[src/rtl/harmonic_accum.sv]
// Harmonic mixer: sums sine(h) * mult(h) over a harmonic series, then scales and saturates
// the sum into one output sample. Sequences an external multiplier stage and sine source.
module harmonic_accum #(
    parameter int DIV_BIT    = 11,
    parameter int SAMPLE_BIT = 16,
    parameter int ACC_BIT    = 36,
    parameter int OUT_SHIFT  = 11
) (
    input  logic                  i_Clock,
    input  logic                  i_Reset_n,
    input  logic                  i_Sample_Start,
    input  logic [6:0]            i_Harmonic_Count,
    output logic                  o_Restart,
    output logic                  o_Scale_Start,
    input  logic [DIV_BIT-1:0]    i_Mult,
    input  logic                  i_Mult_Ready,
    output logic                  o_Sine_Req,
    output logic [6:0]            o_Harmonic,
    input  logic [SAMPLE_BIT-1:0] i_Sine,
    input  logic                  i_Sine_Valid,
    output logic [SAMPLE_BIT-1:0] o_Sample,
    output logic                  o_Sample_Valid,
    output logic                  o_Busy,
    output logic                  o_Overrun
);

    localparam int PROD_W = SAMPLE_BIT + DIV_BIT + 1;

    typedef enum logic [2:0] {
        StIdle,
        StRestart,
        StWaitMult,
        StWaitSine,
        StAdvance,
        StOutput
    } state_t;

    state_t                      state_q, state_d;
    logic [6:0]                  count_q, count_d;
    logic [6:0]                  harmonic_q, harmonic_d;
    logic [DIV_BIT-1:0]          mult_q, mult_d;
    logic signed [ACC_BIT-1:0]   acc_q, acc_d;
    logic [SAMPLE_BIT-1:0]       sample_q, sample_d;
    logic                        sample_valid_q, sample_valid_d;
    logic                        sine_req_q, sine_req_d;
    logic                        overrun_q, overrun_d;
    logic                        guard_q, guard_d;

    logic signed [PROD_W-1:0]    sine_ext, mult_ext, product;
    logic signed [ACC_BIT-1:0]   product_ext, shifted;
    logic [ACC_BIT-SAMPLE_BIT:0] shifted_hi;
    logic [SAMPLE_BIT-1:0]       saturated;

    // Multiplier is unsigned, so it is zero-extended before the signed multiply.
    assign sine_ext    = {{(DIV_BIT + 1){i_Sine[SAMPLE_BIT-1]}}, i_Sine};
    assign mult_ext    = {{(SAMPLE_BIT + 1){1'b0}}, mult_q};
    assign product     = sine_ext * mult_ext;
    assign product_ext = {{(ACC_BIT - PROD_W){product[PROD_W-1]}}, product};

    assign shifted    = acc_q >>> OUT_SHIFT;
    assign shifted_hi = shifted[ACC_BIT-1:SAMPLE_BIT-1];

    always_comb begin
        saturated = shifted[SAMPLE_BIT-1:0];
        if (!((&shifted_hi) || !(|shifted_hi))) begin
            saturated = shifted[ACC_BIT-1] ? {1'b1, {(SAMPLE_BIT - 1){1'b0}}}
                                           : {1'b0, {(SAMPLE_BIT - 1){1'b1}}};
        end
    end

    always_comb begin
        state_d        = state_q;
        count_d        = count_q;
        harmonic_d     = harmonic_q;
        mult_d         = mult_q;
        acc_d          = acc_q;
        sample_d       = sample_q;
        sample_valid_d = 1'b0;
        sine_req_d     = 1'b0;
        guard_d        = guard_q;
        overrun_d      = i_Sample_Start && (state_q != StIdle);

        case (state_q)
            StIdle: begin
                if (i_Sample_Start) begin
                    count_d    = i_Harmonic_Count;
                    acc_d      = '0;
                    harmonic_d = '0;
                    state_d    = StRestart;
                end
            end
            StRestart: begin
                guard_d = 1'b1;
                state_d = StWaitMult;
            end
            StWaitMult: begin
                // Ready may still reflect the previous multiplier on the first cycle.
                if (guard_q) begin
                    guard_d = 1'b0;
                end else if (i_Mult_Ready) begin
                    if (i_Mult == '0) begin
                        state_d = StOutput;
                    end else begin
                        sine_req_d = 1'b1;
                        mult_d     = i_Mult;
                        state_d    = StWaitSine;
                    end
                end
            end
            StWaitSine: begin
                if (i_Sine_Valid) begin
                    acc_d   = acc_q + product_ext;
                    state_d = (harmonic_q == count_q) ? StOutput : StAdvance;
                end
            end
            StAdvance: begin
                harmonic_d = harmonic_q + 7'd1;
                guard_d    = 1'b1;
                state_d    = StWaitMult;
            end
            StOutput: begin
                sample_d       = saturated;
                sample_valid_d = 1'b1;
                state_d        = StIdle;
            end
            default: state_d = StIdle;
        endcase
    end

    always_ff @(posedge i_Clock or negedge i_Reset_n) begin
        if (!i_Reset_n) begin
            state_q        <= StIdle;
            count_q        <= '0;
            harmonic_q     <= '0;
            mult_q         <= '0;
            acc_q          <= '0;
            sample_q       <= '0;
            sample_valid_q <= 1'b0;
            sine_req_q     <= 1'b0;
            overrun_q      <= 1'b0;
            guard_q        <= 1'b0;
        end else begin
            state_q        <= state_d;
            count_q        <= count_d;
            harmonic_q     <= harmonic_d;
            mult_q         <= mult_d;
            acc_q          <= acc_d;
            sample_q       <= sample_d;
            sample_valid_q <= sample_valid_d;
            sine_req_q     <= sine_req_d;
            overrun_q      <= overrun_d;
            guard_q        <= guard_d;
        end
    end

    assign o_Restart      = (state_q == StRestart);
    assign o_Scale_Start  = (state_q == StAdvance);
    assign o_Busy         = (state_q != StIdle);
    assign o_Sine_Req     = sine_req_q;
    assign o_Harmonic     = harmonic_q;
    assign o_Sample       = sample_q;
    assign o_Sample_Valid = sample_valid_q;
    assign o_Overrun      = overrun_q;

endmodule

[config.mk]
export PLATFORM = sky130hd
export DESIGN_NAME = harmonic_accum
export DESIGN_NICKNAME = d
export VERILOG_FILES = /design/src/rtl/harmonic_accum.sv
export SDC_FILE = /design/constraint.sdc
export NUM_CORES = 1
export LEC_CHECK = 0
export BUFFER_PORTS_ARGS = -buffer_cell sky130_fd_sc_hd__buf_4
export CORE_UTILIZATION = 55
export CTS_CLUSTER_SIZE = 10
export DETAILED_ROUTE_END_ITERATION = 12
export PLACE_DENSITY_LB_ADDON = 0.1
export SYNTH_ARGS = -nofsm -noshare
export SYNTH_HDL_FRONTEND = slang
export SYNTH_SLANG_ARGS = --single-unit
[constraint.sdc]
create_clock -name i_Clock -period 7.2 [get_ports i_Clock]
set_clock_uncertainty 0.15 [all_clocks]
set_input_delay 1.44 -clock i_Clock [delete_from_list [all_inputs] [get_ports i_Clock]]
set_output_delay 1.44 -clock i_Clock [all_outputs]
set_load 0.02 [all_outputs]
==> flow_results.xml <==
<?xml version="1.0" encoding="UTF-8"?>
<metrics>
  <group name="timing">
    <metric name="post-route-min-period" unit="ps">6740</metric>
    <metric name="setup_repair_after_global_routing_missed_its_margin" unit="">false</metric>
    <metric name="fin_crit_sh" unit="%">93.6</metric>
    <metric name="setup_violations" unit="">0</metric>
    <metric name="fmax" unit="MHz">148</metric>
    <metric name="final.setup.tns" unit="ps">0</metric>
    <metric name="finalMaxSlewViolations" unit="">0</metric>
    <metric name="tightest_slew" unit="ps">923</metric>
    <metric name="timing.final.hold_violations" unit="">0</metric>
    <metric name="maxSlewHeadroom" unit="%">38.3</metric>
  </group>
  <group name="critical_path">
    <metric name="crit_path_frequent_cell" unit="">inv_1</metric>
    <metric name="critPathSlowestCell" unit="">nor4_1</metric>
    <metric name="cp_cell_sequence" unit="">buf_4 &gt; and2_1 &gt; inv_1 &gt; fa_1 &gt; inv_1 &gt; buf_4 &gt; fa_1 &gt; inv_1 &gt; fa_1 &gt; inv_1 &gt; fa_1 &gt; inv_1 &gt; fa_1 &gt; inv_1 &gt; ha_1 &gt; buf_4 &gt; nand2_1 &gt; o21bai_1 &gt; nor4_1 &gt; nand3_1 &gt; a31o_2 &gt; xnor2_1 &gt; o21ai_0</metric>
    <metric name="critPathMaxStageDelay" unit="ps">590</metric>
    <metric name="worst-r2r-cell-count" unit="">20</metric>
    <metric name="crit_required" unit="ps">7240</metric>
    <metric name="critPathMaxFanout" unit="">11</metric>
    <metric name="worst_setup_path_end_kind" unit="">register</metric>
    <metric name="critPathLaunchType" unit="">primary input</metric>
    <metric name="crit_arrival" unit="ps">6790</metric>
    <metric name="timing.setup.critical_path_class" unit="">in -&gt; reg</metric>
  </group>
  <group name="cells_and_area">
    <metric name="n_fill_cell" unit="">2029</metric>
    <metric name="syn2layout_area_growth" unit="%">7.63</metric>
    <metric name="post_route_cells_drive_above_1_share" unit="%">9.56</metric>
    <metric name="ant_diodes" unit="">0</metric>
    <metric name="finalNetCount" unit="">1797</metric>
  </group>
  <group name="clock_network">
    <metric name="clock-sinks" unit="">84</metric>
    <metric name="clk-insertion-delay-late" unit="ps">350</metric>
    <metric name="clock_path_buffers" unit="">2</metric>
    <metric name="cts.reportedPaths.clkPinSlew" unit="ps">60</metric>
    <metric name="cts_hold_repair.buffers" unit="">0</metric>
    <metric name="postCtsSetupRepairBufs" unit="">0</metric>
    <metric name="cts_tree" unit="">yes</metric>
    <metric name="ctsResizeCount" unit="">0</metric>
    <metric name="cts_root_buffer" unit="">clkbuf_16</metric>
    <metric name="tritoncts.num_buffers" unit="">9</metric>
    <metric name="cts_htree_levels" unit="">3</metric>
  </group>
  <group name="logic_synthesis">
    <metric name="number_of_warnings_printed_during_yosys_synthesis" unit="">0</metric>
    <metric name="postSynth.topFlopCell" unit="">dfrtp_1</metric>
    <metric name="synth.net_count" unit="">1757</metric>
    <metric name="syn-cell-area" unit="um^2">12800</metric>
    <metric name="yosys.cell_count.top_type" unit="">inv_1</metric>
    <metric name="netlist_top_cells_count" unit="">inv_1, fa_1, nand2_1</metric>
    <metric name="netlist_instances" unit="">1420</metric>
    <metric name="synth_async_sr_flop_share" unit="%">100</metric>
    <metric name="ys_ff_latch" unit="">84</metric>
    <metric name="synth_top_area_share" unit="%">34.5</metric>
    <metric name="yosys-top-cells-area" unit="">fa_1, dfrtp_1, inv_1</metric>
    <metric name="netlist-cell-type-count" unit="">70</metric>
    <metric name="ys_seq_area_share" unit="%">16.4</metric>
    <metric name="mean_area_per_synthesized_cell" unit="um^2">9.00</metric>
    <metric name="synth_edf_count" unit="">0</metric>
    <metric name="synth_area_leader_cell" unit="">fa_1</metric>
  </group>
  <group name="drt">
    <metric name="ant_nets" unit="">0</metric>
    <metric name="detail_route.iter0.violations" unit="">479</metric>
    <metric name="drt-wirelength-per-cell" unit="um">16.9</metric>
    <metric name="via_per_inst" unit="">5.41</metric>
    <metric name="remaining_drc_errors" unit="">0</metric>
    <metric name="routed_wl" unit="um">29600</metric>
    <metric name="dr_total_vias" unit="">9475</metric>
    <metric name="drt_pass1_iterations" unit="">5</metric>
  </group>
  <group name="global_route">
    <metric name="number_of_global_route_vias_before_repair" unit="">9989</metric>
    <metric name="antenna_found_initial" unit="">0</metric>
    <metric name="track_usage" unit="%">27.4</metric>
    <metric name="global_route_wire_length_before_repair" unit="um">51300</metric>
    <metric name="grt-ovfl-total" unit="">0</metric>
    <metric name="maximum_number_of_pins_on_one_net_before_global_route_repair" unit="">56</metric>
  </group>
  <group name="floorplan">
    <metric name="standard_cell_row_count" unit="">55</metric>
    <metric name="floorplan.io_pins" unit="">68</metric>
    <metric name="floorplan.die.width" unit="um">154</metric>
    <metric name="dieHeight" unit="um">154</metric>
    <metric name="die_area" unit="um^2">23900</metric>
    <metric name="initial_utilization" unit="%">56.3</metric>
    <metric name="floorplan.core_area" unit="um^2">22700</metric>
  </group>
  <group name="job">
    <metric name="drv.max_cap_violation_count" unit="">0</metric>
  </group>
  <group name="hold_path">
    <metric name="hold_class" unit="">reg -&gt; reg</metric>
    <metric name="holdPathStages" unit="">2</metric>
  </group>
  <group name="outcome">
    <metric name="status" unit="">finished clean</metric>
  </group>
  <group name="placement">
    <metric name="detailedPlacementHpwl" unit="um">24500</metric>
    <metric name="buffer_ports.inserted" unit="">67</metric>
    <metric name="finalWeightedCongestion" unit="">0.905</metric>
  </group>
</metrics>
==> metal layers <==
layer / track usage [%] / vias up / share of wire (%)
li1: - / 4450 / -
met1: 40.1 / 4783 / 47
met2: 44.3 / 226 / 47
met3: 4.20 / 16 / 5.1
met4: 3.91 / 0 / 0.72
met5: 0 / - / 0
==> path summary, 6_finish.rpt <==
check	start	to	slack [ps]
worst min register to register	acc_q[10]$_DFFE_PN0P_	acc_q[10]$_DFFE_PN0P_	340
worst max register to register	mult_q[3]$_DFFE_PN0P_	acc_q[35]$_DFFE_PN0P_	750
max in group asynchronous	i_Reset_n	acc_q[18]$_DFFE_PN0P_	4980
worst max-delay path	i_Sine[15]	acc_q[35]$_DFFE_PN0P_	460
min in group asynchronous	i_Reset_n	o_Harmonic[1]$_DFFE_PN0P_	870
worst min-delay path	acc_q[10]$_DFFE_PN0P_	acc_q[10]$_DFFE_PN0P_	340
==> through the flow <==
stage	area [um^2]	hold WS (ps)	setup slack, ps	instances	util (%)
after floorplan	12800	299	48.8	1420	-
after global placement	13500	314	263	1734	59.3
after detailed placement	13500	328	156	1734	59.3
after CTS	13800	343	504	1750	60.6
after global routing	13800	372	96.1	1750	60.6
final	13800	338	459	1750	60.6
==> cells in the final DEF (no fill, tap or decap), drive strengths merged, types with 4 or more instances in the layout <==
| cell | count |
|---|---|
| inv | 323 |
| a211oi | 4 |
| nand3 | 26 |
| o211ai | 5 |
| ha | 78 |
| o21ai | 78 |
| nor2 | 28 |
| o31ai | 5 |
| nor4 | 8 |
| a31oi | 13 |
| a22o | 7 |
| mux2 | 11 |
| nand4 | 13 |
| nand2 | 175 |
| and2 | 106 |
| xnor2 | 17 |
| dfrtp | 84 |
| mux2i | 4 |
| buf | 93 |
| a211o | 4 |
| a21oi | 49 |
| xor2 | 17 |
| nor3 | 15 |
| and3 | 9 |
| fa | 220 |
| clkinv | 5 |
| nand2b | 4 |
| a21o | 12 |
| clkbuf | 12 |
==> registers in the layout (all words and copies together) (netlist names) <==
name            cells
o_Sample_Valid      1
o_Sample           16
o_Overrun           1
acc_q              36
mult_q             11
count_q             7
guard_q             1
state_q             3
o_Sine_Req          1
o_Harmonic          7
==> critical path: cells and delay by family <==
family          cells  cell delay [ps]
fa+ha+maj           6             2740
xor+xnor            1              140
compound gates      3              460
simple gates        4             1020
buf+inv             9              990
==> layout make-up <==
class | instances | area [um^2] | share of cell area (%)
clock buffers | 12 | 246 | 1.79
clock inverters | 4 | 48.8 | 0.355
inverters | 325 | 1220 | 8.87
multi-input cells | 947 | 9080 | 66.0
flip-flops and latches | 84 | 2100 | 15.3
well taps | 285 | 357 | 2.59
repair buffers | 93 | 698 | 5.08
==> kinds of logic (layout without fill, tap and decap cells) <==
| group | count (synthesis) | after routing | share of synthesized area [%] |
|---|---|---|---|
| simple gates | 398 | 398 | 15.4 |
| compound gates | 202 | 202 | 9.96 |
| fa+ha+maj | 298 | 298 | 42.1 |
| buf+inv | 389 | 434 | 12.5 |
| mux | 15 | 15 | 1.28 |
| xor+xnor | 34 | 34 | 2.33 |
| flops | 84 | 84 | 16.4 |
Power is not shown: default switching activity piles up to over one toggle a cycle in this logic, so the estimate is an artifact.
